`config.mk`:
```
export PLATFORM = sky130hd
export DESIGN_NAME = algo_rbnk_refr_sched
export DESIGN_NICKNAME = d
export VERILOG_FILES = /design/src/rtl/algo_rbnk_refr_sched.sv
export SDC_FILE = /design/constraint.sdc
export NUM_CORES = 1
export LEC_CHECK = 0
export ABC_AREA = 1
export CAP_MARGIN = 20
export CORE_MARGIN = 2
export CORE_UTILIZATION = 49
export DETAILED_ROUTE_END_ITERATION = 8
export MAX_ROUTING_LAYER = met4
export PLACE_DENSITY = 0.76
export REMOVE_ABC_BUFFERS = 1
export SYNTH_ARGS = -nofsm -noshare
export SYNTH_HDL_FRONTEND = slang
export SYNTH_SLANG_ARGS = --single-unit
```
`constraint.sdc`:
```
create_clock -name clk -period 1.7 [get_ports clk]
set_input_delay 0.17 -clock clk [delete_from_list [all_inputs] [get_ports clk]]
set_output_delay 0.17 -clock clk [all_outputs]
set_load 0.01 [all_outputs]
```
`src/rtl/algo_rbnk_refr_sched.sv`:
```
// Refresh scheduler for the bank array: collects refresh credits from a period timer or an
// external strobe, then issues one refresh per credit, round-robin over the refresh banks.
module algo_rbnk_refr_sched #(
    parameter int NUMRBNK = 4,
    parameter int BITRBNK = 2,
    parameter int REFFREQ = 6,
    parameter int REFFRHF = 0,
    parameter int EXTREF  = 0,
    parameter int MAXPEND = 4,
    parameter int URGENT  = 3,
    parameter int BITPEND = 3
) (
    input  logic               clk,
    input  logic               rst,
    input  logic               ready,
    input  logic               refr,
    input  logic               hold,
    output logic               refr_vld,
    output logic [BITRBNK-1:0] refr_bank,
    output logic               stall,
    output logic [BITPEND-1:0] pend_cnt,
    output logic               ovfl
);

    localparam int   BITTMR = $clog2(REFFREQ + 2);
    localparam logic HFEN   = (REFFRHF != 0);
    localparam logic EXTEN  = (EXTREF != 0);

    logic [BITTMR-1:0]  tmrCnt, tmrNext, tmrLast;
    logic               halfTgl, halfNext;
    logic [BITRBNK-1:0] bankPtr, ptrNext;
    logic [BITPEND-1:0] pendNext;
    logic               tick, add, issue, atMax, dropNow, stallNext;

    // Odd periods are one cycle longer when the half-period option is on.
    always_comb begin
        tmrLast = BITTMR'(REFFREQ - 1) + {{(BITTMR-1){1'b0}}, (HFEN & halfTgl)};
        tick    = !EXTEN & ready & (tmrCnt == tmrLast);
        add     = EXTEN ? (ready & refr) : tick;
        issue   = ready & (pend_cnt != '0) & (!hold | stall);
        atMax   = (pend_cnt == BITPEND'(MAXPEND));
        dropNow = add & !issue & atMax;
    end

    always_comb begin
        pendNext = pend_cnt;
        if (!ready) begin
            pendNext = '0;
        end else if (add && !issue && !atMax) begin
            pendNext = pend_cnt + BITPEND'(1);
        end else if (!add && issue) begin
            pendNext = pend_cnt - BITPEND'(1);
        end
        stallNext = ready & (pend_cnt >= BITPEND'(URGENT));
    end

    always_comb begin
        ptrNext = bankPtr;
        if (issue) begin
            ptrNext = (bankPtr == BITRBNK'(NUMRBNK - 1)) ? '0 : bankPtr + BITRBNK'(1);
        end
    end

    always_comb begin
        tmrNext  = tmrCnt;
        halfNext = halfTgl;
        if (!ready || EXTEN) begin
            tmrNext  = '0;
            halfNext = 1'b0;
        end else if (tick) begin
            tmrNext  = '0;
            halfNext = HFEN & !halfTgl;
        end else begin
            tmrNext  = tmrCnt + BITTMR'(1);
        end
    end

    always_ff @(posedge clk or negedge rst) begin
        if (!rst) begin
            tmrCnt    <= '0;
            halfTgl   <= 1'b0;
            bankPtr   <= '0;
            pend_cnt  <= '0;
            refr_vld  <= 1'b0;
            refr_bank <= '0;
            stall     <= 1'b0;
            ovfl      <= 1'b0;
        end else begin
            tmrCnt   <= tmrNext;
            halfTgl  <= halfNext;
            bankPtr  <= ptrNext;
            pend_cnt <= pendNext;
            refr_vld <= issue;
            stall    <= stallNext;
            if (issue) begin
                refr_bank <= bankPtr;
            end
            if (dropNow) begin
                ovfl <= 1'b1;
            end
        end
    end

endmodule

```
; ---- Word-level counts from Yosys, hierarchy flattened
; Index checks and enable logic that the tools add are counted.
[totals]
regBits = 13
inputBits = 5
output_inout_bits = 8
[classes]
addsub = 4
n_lt_le_gt_ge = 1
eq_ne = 4
mux = 6
bitwise_logic = 7
n_reduce_logical = 8
[op_table]
columns = op, count
row1 = 3-bit 2-to-1 mux, 5
row2 = 3-bit by 1-bit adder with 3-bit output (second input constant), 2
row3 = 1-bit bitwise AND, 6
row4 = 3-bit equality test (second input constant), 2
row5 = 1-bit zero test, 4
row6 = 3-bit by 2-bit >= comparator with 1-bit output (second input constant), 1
row7 = 1-bit logical AND, 3
row8 = 3-bit by 1-bit inequality test with 1-bit output (second input constant), 1
row9 = 3-bit nonzero test, 1
row10 = 3-bit by 1-bit subtractor with 3-bit output (second input constant), 1
row11 = 2-bit by 1-bit adder with 2-bit output (second input constant), 1
row12 = 2-bit equality test (second input constant), 1
row13 = 2-bit 2-to-1 mux, 1
row14 = 1-bit OR, 1

; ---- Logic depth before layout (Yosys ltp)
; Gate-level depths: netlist of the first run.
[depth]
word_depth = 8
depth_mapped = 11
mapped_depth_nobuf = 11

; ---- Worst setup path after synthesis of the first run
; OpenSTA, ideal clock, no wires.
[synth_timing]
path_type = flip-flop to flip-flop
start = reg pend_cnt[0]
end = reg pend_cnt[2]
setup_ns = 0.117
t_arrival_ns = 1.470
required_time_ns = 1.583
path_slack_ns = 0.113
stages_incl_launch_ff = 10
cell_sequence = dfrtp_1 > inv_2 > nand3_1 > nand3_4 > inv_1 > fa_1 > inv_1 > nand3_1 > nand3_1 > nand2_1
[synth_via]
elab_chain_cells = 8
word_cells_on_any_way = 15
cone_classes = 2 x add/sub / 2 x eq/ne / 3 x mux / 2 x bitwise / 6 x reduce/logical
[synth_lines]
columns = element, line_no
row1 = start: declaration, 21  ; output logic [BITPEND-1:0] pend_cnt,
row2 = start signal: assignment, 92  ; pend_cnt <= pendNext;
row3 = 3-bit nonzero test, 40  ; issue = ready & (pend_cnt != '0) & (!hold | stall);
row4 = 1-bit bitwise AND (2 in a row), 40
row5 = 1-bit zero test, 49  ; end else if (add && !issue && !atMax) begin
row6 = 1-bit logical AND (2 in a row), 49
row7 = 3-bit 2-to-1 mux, 49
row8 = 3-bit 2-to-1 mux, 47  ; if (!ready) begin
; Several ways; a longest one is shown, not always the timed one. The select of a mux whose other input is x is not followed.
; A chain may end at the register's enable or synchronous reset.

; ---- Worst setup path after layout of the first run
[layout_timing]
start = reg tmrCnt[1]
end = reg pend_cnt[1]
[layout_via]
elab_chain_cells = 6
word_cells_on_any_way = 9
cone_classes = 2 x eq/ne / 2 x mux / 1 x bitwise / 4 x reduce/logical
[layout_lines]
columns = element, line_no
row1 = start: declaration, 29  ; logic [BITTMR-1:0] tmrCnt, tmrNext, tmrLast;
row2 = start signal: assignment, 89  ; tmrCnt <= tmrNext;
row3 = 3-bit equality test *, 38  ; tick = !EXTEN & ready & (tmrCnt == tmrLast);
row4 = 1-bit bitwise AND *, 38
row5 = 1-bit logical AND (2 in a row), 49
row6 = 3-bit 2-to-1 mux, 49
row7 = 3-bit 2-to-1 mux, 47
; Every way passes the cells marked *; elsewhere a longest branch is shown, timed or not.

==> results of run 1 <==
## power by group
group          total [mW]  switching (mW)  leakage, nW  internal (mW)
registers           0.462          0.0682        0.163          0.394
clock network       0.190           0.102       0.0177         0.0872
logic               0.510           0.271        0.263          0.239
total                1.16           0.441        0.444          0.720
## state kept, by name, summed over array words and instances, names as in the netlist
register / cells
pend_cnt: 3
tmrCnt: 3
bankPtr: 2
refr_bank: 2
ovfl: 1
refr_vld: 1
stall: 1
## kinds of logic (layout without fill, tap and decap cells)
family,count (synthesis),in the layout
flip-flops,13,13
buffers and inverters,13,35
adder cells (fa/ha/maj),4,4
XOR/XNOR,1,1
AND/OR/NAND/NOR,34,34
AO/OA/AOI/OAI,10,10
## worst max-delay path: cells and delay by family, from the launching register on
kind            cells  cell delay, ps
flops               1             390
fa+ha+maj           2             590
compound gates      1             150
buf+inv             2             140
simple gates        3             270
## through the flow
stage | utilization, % | cell area (sq um) | instances | setup TNS (ps) | worst slack [ps]
2_1_floorplan | - | 691 | 75 | 0 | 113
3_3_place_gp | 67.0 | 872 | 108 | -137 | -86.6
3_5_place_dp | 67.0 | 872 | 108 | -206 | -117
4_1_cts | 69.1 | 900 | 112 | 0 | 45.9
5_1_grt | 70.0 | 911 | 112 | -11.5 | -11.5
6_report | 70.0 | 911 | 112 | 0 | 83.5
## path summary, 6_finish.rpt
path	slack [ps]	end	from
worst max register to register	80	pend_cnt[1]	tmrCnt[1]
max in group asynchronous	1060	pend_cnt[1]	rst
min in group clk	470	tmrCnt[0]	tmrCnt[0]
worst min register to register	470	tmrCnt[0]	tmrCnt[0]
worst max-delay path	80	pend_cnt[1]	tmrCnt[1]
worst min-delay path	250	bankPtr[0]	rst
## area by class of cell
| class | instances | area, sq um | area share (%) |
|---|---|---|---|
| multi-input cells | 49 | 327 | 35.9 |
| inverters | 13 | 48.8 | 5.36 |
| well taps | 15 | 18.8 | 2.06 |
| flip-flops and latches | 13 | 327 | 35.9 |
| clock inverters | 1 | 5.00 | 0.549 |
| repair buffers | 18 | 163 | 17.9 |
| clock buffers | 3 | 22.5 | 2.47 |
## cell usage in the layout (no fill, tap or decap)
| cell type | n |
|---|---|
| sky130_fd_sc_hd__ha_1 | 3 |
| sky130_fd_sc_hd__a21oi_4 | 1 |
| sky130_fd_sc_hd__o21ai_1 | 2 |
| sky130_fd_sc_hd__nand3_1 | 5 |
| sky130_fd_sc_hd__dfrtp_2 | 1 |
| sky130_fd_sc_hd__clkinv_1 | 1 |
| sky130_fd_sc_hd__nor2_1 | 4 |
| sky130_fd_sc_hd__nand3_2 | 1 |
| sky130_fd_sc_hd__fa_2 | 1 |
| sky130_fd_sc_hd__nand3_4 | 2 |
| sky130_fd_sc_hd__nand2_1 | 18 |
| sky130_fd_sc_hd__buf_4 | 7 |
| sky130_fd_sc_hd__inv_1 | 6 |
| sky130_fd_sc_hd__o31ai_1 | 1 |
| sky130_fd_sc_hd__nand2_2 | 2 |
| sky130_fd_sc_hd__o21ai_0 | 1 |
| sky130_fd_sc_hd__clkbuf_4 | 3 |
| sky130_fd_sc_hd__xnor2_1 | 1 |
| sky130_fd_sc_hd__clkdlybuf4s50_1 | 11 |
| sky130_fd_sc_hd__o22ai_1 | 1 |
| sky130_fd_sc_hd__nor2_4 | 1 |
| sky130_fd_sc_hd__a21oi_1 | 2 |
| sky130_fd_sc_hd__dfrtp_1 | 12 |
| sky130_fd_sc_hd__clkinv_2 | 1 |
| sky130_fd_sc_hd__a31oi_1 | 1 |
| sky130_fd_sc_hd__o2111ai_1 | 1 |
| sky130_fd_sc_hd__inv_2 | 6 |
| sky130_fd_sc_hd__nand2_4 | 1 |
## metal layers
| layer | global-route usage [%] | vias up |
|---|---|---|
| met5 | - | - |
| met4 | 9.03 | 0 |
| met3 | 6.96 | 4 |
| met2 | 31.3 | 13 |
| met1 | 21.7 | 260 |
| li1 | - | 281 |
==> out/qor.log, run 1 <==
INFO  floorplanning  core_area=1300squm
INFO  cts            cts_hold_buf=0
INFO  yosys          ys_top_cells_by_area=sky130_fd_sc_hd__dfrtp_1 47%, sky130_fd_sc_hd__nand2_1 10%, sky130_fd_sc_hd__ha_1 5.4%
INFO  routing        routed-wl-met3=56um
INFO  sta            timing.slew.headroom=62.8%
INFO  worst_setup_path crit_chain=inv_1 > ha_1 > nand2_2 > nor2_4 > nand3_4 > inv_1 > fa_2 > o22ai_1
INFO  grt            grt_usage=19.5%
INFO  sta            setup-violations-final=0
INFO  cts            post_cts.repair.setup_buffers=0
INFO  sta            holdWs=249ps
INFO  yosys          synth-adder-area-share=8.33%
INFO  yosys          synthArstFlopShare=100%
INFO  cts            total_number_of_clock_tree_sinks=13
INFO  yosys          synth.avg_cell_area=9.21squm
INFO  grt            wire_length_of_the_first_global_routing_pass=2420um
INFO  yosys          synth_area_in_compound_gates=10.1%
INFO  floorplanning  placementRows=13
INFO  cts            clock_tree.htree_level_count=1
INFO  routing        m1_wl=599um
INFO  final_layout   flow.area_growth_from_synthesis=31.9%
INFO  pwr            power-per-cell-area=1270nW/um^2
INFO  final_layout   nets=107
INFO  floorplanning  initial_utilization=53.1%
INFO  final_layout   post_route_cells_drive_above_1_share=27.8%
INFO  yosys          synthFlopType=sky130_fd_sc_hd__dfrtp_1
INFO  yosys          most_numerous_cell_in_the_yosys_netlist=sky130_fd_sc_hd__nand2_1
INFO  worst_setup_path reg2reg_depth=8
INFO  place          routabilityCongestion=0.845
INFO  outcome        run_status=finished, final reports clean
INFO  floorplanning  io_pins=13
INFO  routing        wl_met2=714um
INFO  sta            fin_clk_skew=1.40ps
INFO  yosys          synthesis.yosys.warnings=0
INFO  routing        remaining_drc_errors=0
INFO  sta            worst-slew-pin-transition=556ps
INFO  place          dp.final_hpwl=1070um
INFO  yosys          synthDistinctLibCells=22
INFO  cts            worst_skew_pair.late_latency=270ps
INFO  cts            postCtsResizedCells=0
INFO  floorplanning  floorplan.die.width=41.5um
INFO  grt            grt_pass1_vias=574
INFO  grt            globalRouteOverflowTotal=0
INFO  worst_hold_path hp-class=input port to async pin
INFO  routing        routedWlPerCell=12.4um
INFO  yosys          synth_common_cells=19 x sky130_fd_sc_hd__nand2_1, 13 x sky130_fd_sc_hd__dfrtp_1, 6 x sky130_fd_sc_hd__inv_1, 6 x sky130_fd_sc_hd__inv_2, 6 x sky130_fd_sc_hd__nand3_1
INFO  yosys          synth_top_cell_area_share=47.1%
INFO  routing        drt-vias-per-instance=4.98
INFO  place          io_buffers=11
INFO  final_layout   n_fill_cell=103
INFO  cts            clockBufferDepth=2
INFO  sta            fmax=619MHz
INFO  yosys          muxShareOfSynthArea=0%
INFO  worst_setup_path worst-endpoint-required=1890ps
INFO  routing        drt-total-wl=1390um
INFO  worst_setup_path end_kind=flop
INFO  job            cap_violations=0
INFO  routing        dr_total_vias=558
INFO  pwr            p_total=1.16mW
INFO  grt            maximum_number_of_pins_on_one_net_before_global_route_repair=14
INFO  grt            number_of_antenna_violations_at_the_first_check_in_global_routing=0
INFO  routing        drt_first_pass_iters=4
INFO  yosys          yosys.area.top_type=sky130_fd_sc_hd__dfrtp_1
INFO  floorplanning  floorplan.die_area=1730squm
INFO  routing        detailedRoute.firstIterationViolations=11
INFO  worst_setup_path timing.critical_path.arrival=1810ps
INFO  yosys          synth_simple_gate_area_share=26.1%
INFO  yosys          syn-cell-area=691squm
INFO  pwr            power.ir.vdd_worst=0.692mV
INFO  yosys          synth_sequential_area_ratio=47.1%
INFO  cts            tritoncts=yes
INFO  sta            finalMaxSlewViolations=0
INFO  yosys          synth_top_family_by_area=simple AND/OR/NAND/NOR gates
INFO  worst_setup_path timing.setup.critical_path_class=flop to flop
INFO  sta            hold_viol=0
INFO  cts            tritoncts.num_buffers=3
INFO  worst_setup_path critical_path.startpoint_type=flop
INFO  pwr            power.static_leakage=0.444nW
INFO  sta            min_period_over_period=95.1%
INFO  worst_setup_path crit_fanout=2
INFO  sta            period_needed=1620ps
INFO  yosys          yosys.area_share.xor_xnor=1.27%
INFO  yosys          synth_edf_count=0
INFO  routing        top_signal_layer_used=met4
INFO  final_layout   num_antenna_cells=0
INFO  floorplanning  die_height=41.5um
INFO  worst_setup_path critical_path.max_stage_delay=430ps
INFO  worst_setup_path critPathSlowestCell=sky130_fd_sc_hd__fa_2
INFO  routing        drt.antenna.violating_nets=0
INFO  cts            cts_root_buf=sky130_fd_sc_hd__clkbuf_4
INFO  cts            clk_transition_reported_paths=80ps
INFO  yosys          synth.ff_latch_count=13
INFO  worst_setup_path critPathMostFrequentCell=sky130_fd_sc_hd__inv_1
INFO  yosys          synth_cells=75
No activity file was read; power rests on OpenSTA's default activity.
==> inputs of run 2 (changes only) <==
- HOLD_SLACK_MARGIN: not set -> 0.12
- REMOVE_ABC_BUFFERS: 1 -> not set
==> results of run 2 <==
Final layout, timing and power as in run 1 (identical DEF).
